## config.mk

```make
export PLATFORM = sky130hd
export DESIGN_NAME = instr_fetch_unit
export DESIGN_NICKNAME = d
export VERILOG_FILES = /design/src/rtl/instr_fetch_unit.sv
export SDC_FILE = /design/constraint.sdc
export NUM_CORES = 1
export LEC_CHECK = 0
export BUFFER_PORTS_ARGS = -buffer_cell sky130_fd_sc_hd__buf_2
export CORE_MARGIN = 2
export CORE_UTILIZATION = 54
export DETAILED_ROUTE_END_ITERATION = 10
export GPL_TIMING_DRIVEN = 0
export PLACE_DENSITY = 0.94
export SLEW_MARGIN = 20
export SYNTH_ARGS = -nofsm -noshare
export SYNTH_HDL_FRONTEND = slang
export SYNTH_SLANG_ARGS = --single-unit
```

## constraint.sdc

```tcl
create_clock -name clock -period 5.3 [get_ports clock]
set_clock_uncertainty 0.05 [all_clocks]
set_input_delay 0.53 -clock clock [delete_from_list [all_inputs] [get_ports clock]]
set_output_delay 0.53 -clock clock [all_outputs]
set_load 0.01 [all_outputs]
```

## src/rtl/instr_fetch_unit.sv

```systemverilog
// Fetch stage: issues one imem read per PC, steers the PC register, and holds the fetched word in IF/ID.
// Optional FETCH_PERF_EN adds fetch_count_o, a wrapping count of accepted instructions.
module instr_fetch_unit #(
  parameter int unsigned PC_W    = 16,
  parameter int unsigned INSTR_W = 16,
  parameter int unsigned PC_STEP = 2
) (
  input  logic               clock,
  input  logic               reset,
  input  logic [PC_W-1:0]    pc_i,
  output logic               pc_enable_o,
  output logic [PC_W-1:0]    next_pc_o,
  output logic               imem_req_o,
  output logic [PC_W-1:0]    imem_addr_o,
  input  logic               imem_ack_i,
  input  logic [INSTR_W-1:0] imem_rdata_i,
  input  logic               redirect_i,
  input  logic [PC_W-1:0]    redirect_pc_i,
  output logic               id_valid_o,
  input  logic               id_ready_i,
  output logic [INSTR_W-1:0] id_instr_o,
  output logic [PC_W-1:0]    id_pc_o,
  output logic [PC_W-1:0]    id_pc_plus_o
`ifdef FETCH_PERF_EN
  ,
  output logic [15:0]        fetch_count_o
`endif
);

  localparam logic [PC_W-1:0] STEP = PC_W'(PC_STEP);

  typedef enum logic [1:0] {IDLE, WAIT, DRAIN} state_e;

  state_e             state_q, state_d;
  logic [PC_W-1:0]    req_addr_q, req_addr_d;
  logic               id_valid_q, id_valid_d;
  logic [INSTR_W-1:0] id_instr_q, id_instr_d;
  logic [PC_W-1:0]    id_pc_q, id_pc_d;
  logic [PC_W-1:0]    id_pc_plus_q, id_pc_plus_d;
  logic               buf_free;
  logic               accept;
  logic [PC_W-1:0]    acc_addr;

  assign buf_free = !id_valid_q || id_ready_i;

  // Next-state, memory request and PC steering
  always_comb begin
    state_d     = state_q;
    req_addr_d  = req_addr_q;
    imem_req_o  = 1'b0;
    imem_addr_o = pc_i;
    pc_enable_o = 1'b0;
    next_pc_o   = pc_i + STEP;
    accept      = 1'b0;
    acc_addr    = req_addr_q;

    case (state_q)
      IDLE: begin
        if (buf_free && !redirect_i) begin
          imem_req_o = 1'b1;
          req_addr_d = pc_i;
          acc_addr   = pc_i;
          if (imem_ack_i) accept = 1'b1;
          else            state_d = WAIT;
        end
      end
      WAIT: begin
        imem_req_o  = 1'b1;
        imem_addr_o = req_addr_q;
        if (imem_ack_i) begin
          state_d = IDLE;
          accept  = !redirect_i;
        end else if (redirect_i) begin
          state_d = DRAIN;
        end
      end
      DRAIN: begin
        imem_req_o  = 1'b1;
        imem_addr_o = req_addr_q;
        if (imem_ack_i) state_d = IDLE;
      end
      default: state_d = IDLE;
    endcase

    if (accept) begin
      pc_enable_o = 1'b1;
      next_pc_o   = acc_addr + STEP;
    end
    if (redirect_i) begin
      pc_enable_o = 1'b1;
      next_pc_o   = redirect_pc_i;
    end
    // Strobes stay quiet while reset is held so a stale PC is never loaded
    if (reset) begin
      imem_req_o  = 1'b0;
      pc_enable_o = 1'b0;
    end
  end

  // IF/ID register next state: flush beats accept beats consume
  always_comb begin
    id_valid_d   = id_valid_q;
    id_instr_d   = id_instr_q;
    id_pc_d      = id_pc_q;
    id_pc_plus_d = id_pc_plus_q;
    if (redirect_i) begin
      id_valid_d = 1'b0;
    end else if (accept) begin
      id_valid_d   = 1'b1;
      id_instr_d   = imem_rdata_i;
      id_pc_d      = acc_addr;
      id_pc_plus_d = acc_addr + STEP;
    end else if (id_valid_q && id_ready_i) begin
      id_valid_d = 1'b0;
    end
  end

  always_ff @(posedge clock or posedge reset) begin
    if (reset) begin
      state_q      <= IDLE;
      req_addr_q   <= '0;
      id_valid_q   <= 1'b0;
      id_instr_q   <= '0;
      id_pc_q      <= '0;
      id_pc_plus_q <= '0;
    end else begin
      state_q      <= state_d;
      req_addr_q   <= req_addr_d;
      id_valid_q   <= id_valid_d;
      id_instr_q   <= id_instr_d;
      id_pc_q      <= id_pc_d;
      id_pc_plus_q <= id_pc_plus_d;
    end
  end

  assign id_valid_o   = id_valid_q;
  assign id_instr_o   = id_instr_q;
  assign id_pc_o      = id_pc_q;
  assign id_pc_plus_o = id_pc_plus_q;

`ifdef FETCH_PERF_EN
  logic [15:0] fetch_count_q;

  always_ff @(posedge clock or posedge reset) begin
    if (reset)       fetch_count_q <= '0;
    else if (accept) fetch_count_q <= fetch_count_q + 16'd1;
  end

  assign fetch_count_o = fetch_count_q;
`endif

endmodule

```

==> out/summary.txt, run 1 <==
Mapped Nets -> 499
layout cells sized above 1 -> 0.327
Critical Path AT -> 2.79 ns
crit-path cells -> inv_1 > ha_1 > nand2b_1 > nor2_4 > mux2i_1 > xnor2_1 > a22oi_1 > buf_2
Core Rows -> 30
CTS Buffer Depth -> 2
leakage -> 2.52 nW
RSZ-0062 raised after global routing -> no
sw power -> 1.38 mW
first-pass GRT wire length -> 18600 µm
drt total wl -> 12300 µm
postcts setup bufs -> 0
worst path bufs/invs -> 2
CP peak stage delay -> 0.47 ns
DR pass1 iterations -> 5
die height -> 88.5 µm
Largest delay share family, worst path -> simple AND/OR/NAND/NOR gates
largest cells by area after synthesis -> dfrtp_1 43%, nand2_1 11%, mux2_2 6.1%
Final GP Congestion -> 0.950
CTS clk-pin slew, worst paths -> 0.09 ns
CP Max Fanout -> 10
Ports -> 136
area share of the largest cell type after synthesis -> 0.428
CTS Buf Count -> 9
Final Instance Area -> 0.00493 mm²
f_max -> 297 MHz
mean area per synthesized cell -> 8.77 µm²
Post-CTS Hold Buffers -> 0
run status -> finished clean
vias in the first global route -> 3716
Hold WC Path Type -> input pin to async pin
EDFF count, synth -> 0
Max stage delay cell, worst path -> mux2i_1
Die W -> 88.5 µm
Vias -> 3968
most common cell after layout, fill and taps aside -> buf_2
sequential fraction of the synthesis area -> 0.428
core box area -> 0.00687 mm²
Starting Density -> 0.562
IO Port Bufs -> 133
PostCTS Resize Cnt -> 0
Yosys reg bits -> 66
pin count of the biggest net entering global routing -> 45
Routed Antenna Nets -> 0
Final Cycle Share -> 0.635
non-filler cells, final -> 686
Slew Limit Fails -> 0
Cell Pwr Density -> 637 mW/mm²
worst rel slew slack -> 0.459
Post-Syn Area -> 0.00386 mm²
Max IR drop VDD -> 0.360 mV
DIE AREA -> 0.00784 mm²
initial antenna violation count -> 0
Setup crit start kind -> register
area delta synth->final -> 27.8%
Worst Setup End Kind -> primary output
Switching Share -> 0.440
CTS tree -> yes
Comb pwr share -> 0.517
Crit path required time -> 4.72 ns
nets -> 644
most frequent cells in the layout -> 142 x buf_2, 118 x nand2_1, 66 x dfrtp_1, 23 x o21ai_0, 21 x mux2_2
ys flop type -> dfrtp_1
Seq pwr share -> 0.299
drt drc -> 0
setup_tns -> 0 ns
total grt overflow -> 0
antenna fix cells -> 0
Post-DP Area -> 0.00467 mm²
clk_lat worst skew -> 0.35 ns
post-synth top area cell -> dfrtp_1
max-cap violations -> 0
Hold Vio Cnt, Final -> 0
clock network fraction of design power -> 0.184
Final min period -> 3.37 ns
Tot GR Track Use -> 0.314
WL/cell -> 18.0 µm
Worst-Margin Slew -> 0.812 ns
Vias/cell -> 5.78
CTS Sinks -> 66
# setup viols final -> 0
Synth warnings -> 0
Mapped Cells -> 440
asr flop ratio synth -> 1.00
WS Path Type -> register to primary output
initial DRC count -> 327
H-tree levels -> 3
Final HPWL DP -> 9090 µm
placed cells -> 670
Yosys cell types -> 50
Pint -> 1.76 mW
Clock Tree Root -> clkbuf_8
[state kept, by name, indices dropped and copies added (netlist names)]
signal	cells
id_valid_o	1
state_q	2
req_addr_q	16
id_pc_plus_o	15
id_instr_o	16
id_pc_o	16
[worst register-to-register path, delay by kind of cell (launching register included)]
family,cells,cell delay (ns)
fa+ha+maj,1,0.29
mux,1,0.47
flops,1,0.42
simple gates,2,0.60
xor+xnor,1,0.17
compound gates,1,0.20
buf+inv,1,0.12
[routing by layer]
| metal | GRT usage | part of all wire | routed length [µm] | vias up |
|---|---|---|---|---|
| met5 | 0 | 0 | 0 | - |
| met4 | 0.0978 | 0.025 | 309 | 0 |
| met1 | 0.406 | 0.40 | 4890 | 1886 |
| li1 | - | - | - | 1797 |
| met2 | 0.528 | 0.49 | 6050 | 242 |
| met3 | 0.0672 | 0.089 | 1090 | 43 |
[synthesized netlist by cell type (all sizes together), types with 2 or more instances]
library cell  number
o21ai             32
xnor2             15
nand4              9
nand2b             3
a22oi              3
a31oi              5
a32o               2
mux2              21
and3               3
nor3              11
and2               2
buf               11
a32oi              3
ha                 6
a41oi              2
a211oi             3
nor2              21
nand2            118
a21o               2
or3                2
inv               19
dfrtp             66
o22ai              2
xor2              12
clkbuf            12
nand3             10
mux2i             15
nor4               3
a21oi             16
[layout make-up]
class | instances | area (µm²)
Tap cell | 96 | 120
Fill cell | 550 | 1940
Sequential cell | 66 | 1650
Timing Repair Buffer | 134 | 686
Inverter | 19 | 73.8
Clock buffer | 10 | 128
Clock inverter | 6 | 138
Buffer | 23 | 105
Multi-Input combinational cell | 332 | 2030
[final timing paths]
path / endpoint / from / slack [ns] / depth (start not counted)
worst max-delay path: next_pc_o[15] / state_q[0] / 1.93 / 8
worst min-delay path: req_addr_q[15] / reset / 0.09 / 2
worst max register to register: id_pc_plus_o[15] / state_q[0] / 2.93 / 7
worst min register to register: id_instr_o[10] / id_instr_o[10] / 0.42 / 2
max in group asynchronous: id_instr_o[3] / reset / 4.56 / 3
min in group clock: id_instr_o[1] / imem_rdata_i[1] / 0.32 / 3
[cells by family (layout without fill, tap and decap cells)]
| kind of cell | Yosys count | after routing | share of synthesized area |
|---|---|---|---|
| compound gates | 77 | 77 | 0.124 |
| xor+xnor | 27 | 27 | 0.0613 |
| fa+ha+maj | 6 | 6 | 0.0194 |
| buf+inv | 42 | 192 | 0.0457 |
| flops | 66 | 66 | 0.428 |
| mux | 36 | 36 | 0.101 |
| simple gates | 186 | 186 | 0.220 |
[power by group through the flow]
stage	registers, mW	logic [mW]	clock network [mW]
after CTS	0.930	1.61	0.574
final	0.939	1.62	0.577
after floorplan	0.983	0.921	0
after global placement	0.920	1.54	0
after global routing	0.963	1.76	0.593
after detailed placement	0.932	1.60	0
[per-stage QoR]
stage | util | total power [mW] | hold WS (ns) | setup slack [ns]
finish | 0.718 | 3.14 | 0.0926 | 1.93
global route | 0.718 | 3.31 | 0.129 | 1.76
CTS | 0.718 | 3.11 | 0.108 | 1.95
detailed placement | 0.680 | 2.53 | 0.408 | 2.24
global placement | 0.676 | 2.46 | 0.402 | 2.31
floorplan | - | 1.90 | 0.434 | 2.84
Note: power is estimated with default switching activity, not from simulation.
==> run 2, diff against run 1 <==
--- a/config.mk
+++ b/config.mk
@@ -7,10 +7,10 @@
 export LEC_CHECK = 0
 export BUFFER_PORTS_ARGS = -buffer_cell sky130_fd_sc_hd__buf_2
 export CORE_MARGIN = 2
-export CORE_UTILIZATION = 54
+export CORE_UTILIZATION = 50
 export DETAILED_ROUTE_END_ITERATION = 10
 export GPL_TIMING_DRIVEN = 0
-export PLACE_DENSITY = 0.94
+export PLACE_DENSITY = 0.88
 export SLEW_MARGIN = 20
 export SYNTH_ARGS = -nofsm -noshare
 export SYNTH_HDL_FRONTEND = slang
==> constraint.sdc (replaced) <==
create_clock -name clock -period 3.45 [get_ports clock]
set_clock_uncertainty 0.05 [all_clocks]
set_input_delay 0.345 -clock clock [delete_from_list [all_inputs] [get_ports clock]]
set_output_delay 0.345 -clock clock [all_outputs]
set_load 0.01 [all_outputs]
==> out/summary.txt, run 2 (synthesis gave the netlist of run 1 again) <==
filler instances -> 661 (+20%)
PostCTS Resize Cnt -> 0 (unchanged)
worst rel slew slack -> 0.532 (+0.0730)
nets -> 645 (+0.16%)
R2R depth -> 7 (unchanged)
core box area -> 0.00761 mm² (+11%)
clk_lat worst skew -> 0.36 ns (about the same)
CP peak stage delay -> 0.44 ns (-0.03 ns)
WS Path Type -> register to primary output
CP Max Fanout -> 10 (unchanged)
CTS tree -> yes
most frequent cells in the layout -> 142 x buf_2, 118 x nand2_1, 66 x dfrtp_1, 23 x o21ai_0, 21 x mux2_2
Setup crit start kind -> register
Hold WC Path Type -> input pin to register
CTS Buf Count -> 9 (unchanged)
placed cells -> 676 (+0.90%)
Starting Density -> 0.507 (-0.0545)
Max IR drop VDD -> 0.575 mV (+60%)
# setup viols final -> 0 (unchanged)
Post-DP Area -> 0.00468 mm² (+0.16%)
initial DRC count -> 261 (-20%)
worst flop-to-flop path startpoint -> state_q[1]
Final Instance Area -> 0.00491 mm² (-0.48%)
Final GP Congestion -> 0.962 (+1.3%)
pin count of the biggest net entering global routing -> 37 (-18%)
Routed Antenna Nets -> 0 (unchanged)
max-cap violations -> 0 (unchanged)
vias in the first global route -> 3675 (-1.1%)
total grt overflow -> 0 (unchanged)
layout cells sized above 1 -> 0.328 (+0.00114)
Vias -> 3898 (-1.8%)
Cell Pwr Density -> 949 mW/mm² (+49%)
Worst-Margin Slew -> 0.702 ns (-0.110 ns)
DIE AREA -> 0.00844 mm² (+7.6%)
Slew Limit Fails -> 0 (unchanged)
WL/cell -> 17.6 µm (-2.0%)
Tot GR Track Use -> 0.295 (-0.0182)
Reg-to-Reg End -> id_pc_plus_o[8]
first-pass GRT wire length -> 19200 µm (+3.1%)
Worst Setup End Kind -> primary output
H-tree levels -> 3 (unchanged)
CTS clk-pin slew, worst paths -> 0.09 ns (about the same)
pre-CTS WS -> 0.680 ns (-1.56 ns)
final hold slack -> 0.117 ns (+0.0248 ns)
Critical Path AT -> 2.86 ns (+0.07 ns)
Core Rows -> 32 (+6.7%)
PnR worst setup slack -> 0.190 ns (-1.74 ns)
setup_tns -> 0 ns (unchanged)
IO Port Bufs -> 133 (unchanged)
Worst Hold Depth -> 3
drt total wl -> 12200 µm (-1.0%)
DR pass1 iterations -> 5 (unchanged)
Final HPWL DP -> 9170 µm (+0.88%)
Final Cycle Share -> 0.945
flop2flop setup slack -> 1.00 ns (-1.93 ns)
postcts setup bufs -> 0 (unchanged)
HP Start -> imem_rdata_i[8]
run status -> finished clean
Clock Tree Root -> clkbuf_8
f_max -> 307 MHz
Final min period -> 3.26 ns
WHS Endpoint -> id_instr_o[8]
Crit path required time -> 3.05 ns (-1.67 ns)
Vias/cell -> 5.62 (-2.8%)
antenna fix cells -> 0 (unchanged)
Max stage delay cell, worst path -> a31oi_2
CTS Buffer Depth -> 2 (unchanged)
initial antenna violation count -> 0 (unchanged)
non-filler cells, final -> 693 (+1.0%)
most common cell after layout, fill and taps aside -> buf_2
Die W -> 91.9 µm (+3.7%)
drt drc -> 0 (unchanged)
Hold Vio Cnt, Final -> 0 (unchanged)
leakage -> 2.51 nW (-0.50%)
die height -> 91.9 µm (+3.7%)
Ports -> 136 (unchanged)
RSZ-0062 raised after global routing -> no
area delta synth->final -> 27.2%
crit-path cells -> inv_1 > ha_1 > and2_1 > a31oi_2 > nor2_1 > buf_2 > buf_2 > a21oi_1 > buf_2
Critical Path Most Common Cell -> buf_2
CTS Sinks -> 66 (unchanged)
## run 2: changes by cell type in the layout (fill, tap and decap cells not counted), sizes merged
cell | previous run | this run
dlygate4sd3 | 0 | 1
bufinv | 4 | 2
clkbuf | 22 | 21
inv | 20 | 21
clkinv | 1 | 3
## run 2: metal layers
| layer | vias up | track usage | wire, µm |
|---|---|---|---|
| li1 | 1799 | - | - |
| met2 | 181 | 0.484 | 5990 |
| met4 | 0 | 0.118 | 304 |
| met3 | 25 | 0.0485 | 846 |
| met5 | - | 0 | 0 |
| met1 | 1893 | 0.392 | 5060 |
## run 2: cell type report
type                            count  area (µm²)  share of cell area
Multi-Input combinational cell    332        2030               0.414
Sequential cell                    66        1650               0.336
Timing Repair Buffer              135         696               0.142
Tap cell                          102         128              0.0260
Clock buffer                        9         124              0.0252
Buffer                             23         105              0.0214
Clock inverter                      7         100              0.0204
Inverter                           19        73.8              0.0150
## run 2: timing repair
item	4_1_cts	5_1_grt
hold buffers	1	0
hold endpoints to repair	30	0
endpoints found under the setup margin	0	0
## run 2: worst max-delay path by stage
stage / startpoint / to / cells after the start
finish: state_q[1] / next_pc_o[9] / 9
global route: state_q[1] / next_pc_o[9] / 9
CTS: state_q[1] / next_pc_o[15] / 8
floorplan: state_q[0] / next_pc_o[12] / 7
global placement: reset / id_instr_o[5] / 2
detailed placement: state_q[1] / next_pc_o[15] / 8
## run 2: critical path: cells and delay by family, from the launching register on
| kind | cells | cell delay (ns) |
|---|---|---|
| buffers and inverters | 4 | 0.78 |
| AND/OR/NAND/NOR | 2 | 0.38 |
| AO/OA/AOI/OAI | 2 | 0.69 |
| flip-flops | 1 | 0.42 |
| adder cells (fa/ha/maj) | 1 | 0.23 |
## run 2: report_power, final
part           internal, mW  switching, mW
Sequential             1.14          0.291
Combinational         0.999           1.47
Clock                 0.413          0.338
## run 2: metrics by stage
stage	power [mW]	util
global route	4.96	0.645
CTS	4.65	0.645
finish	4.66	0.645
detailed placement	3.89	0.615
floorplan	2.93	-
global placement	3.79	0.612
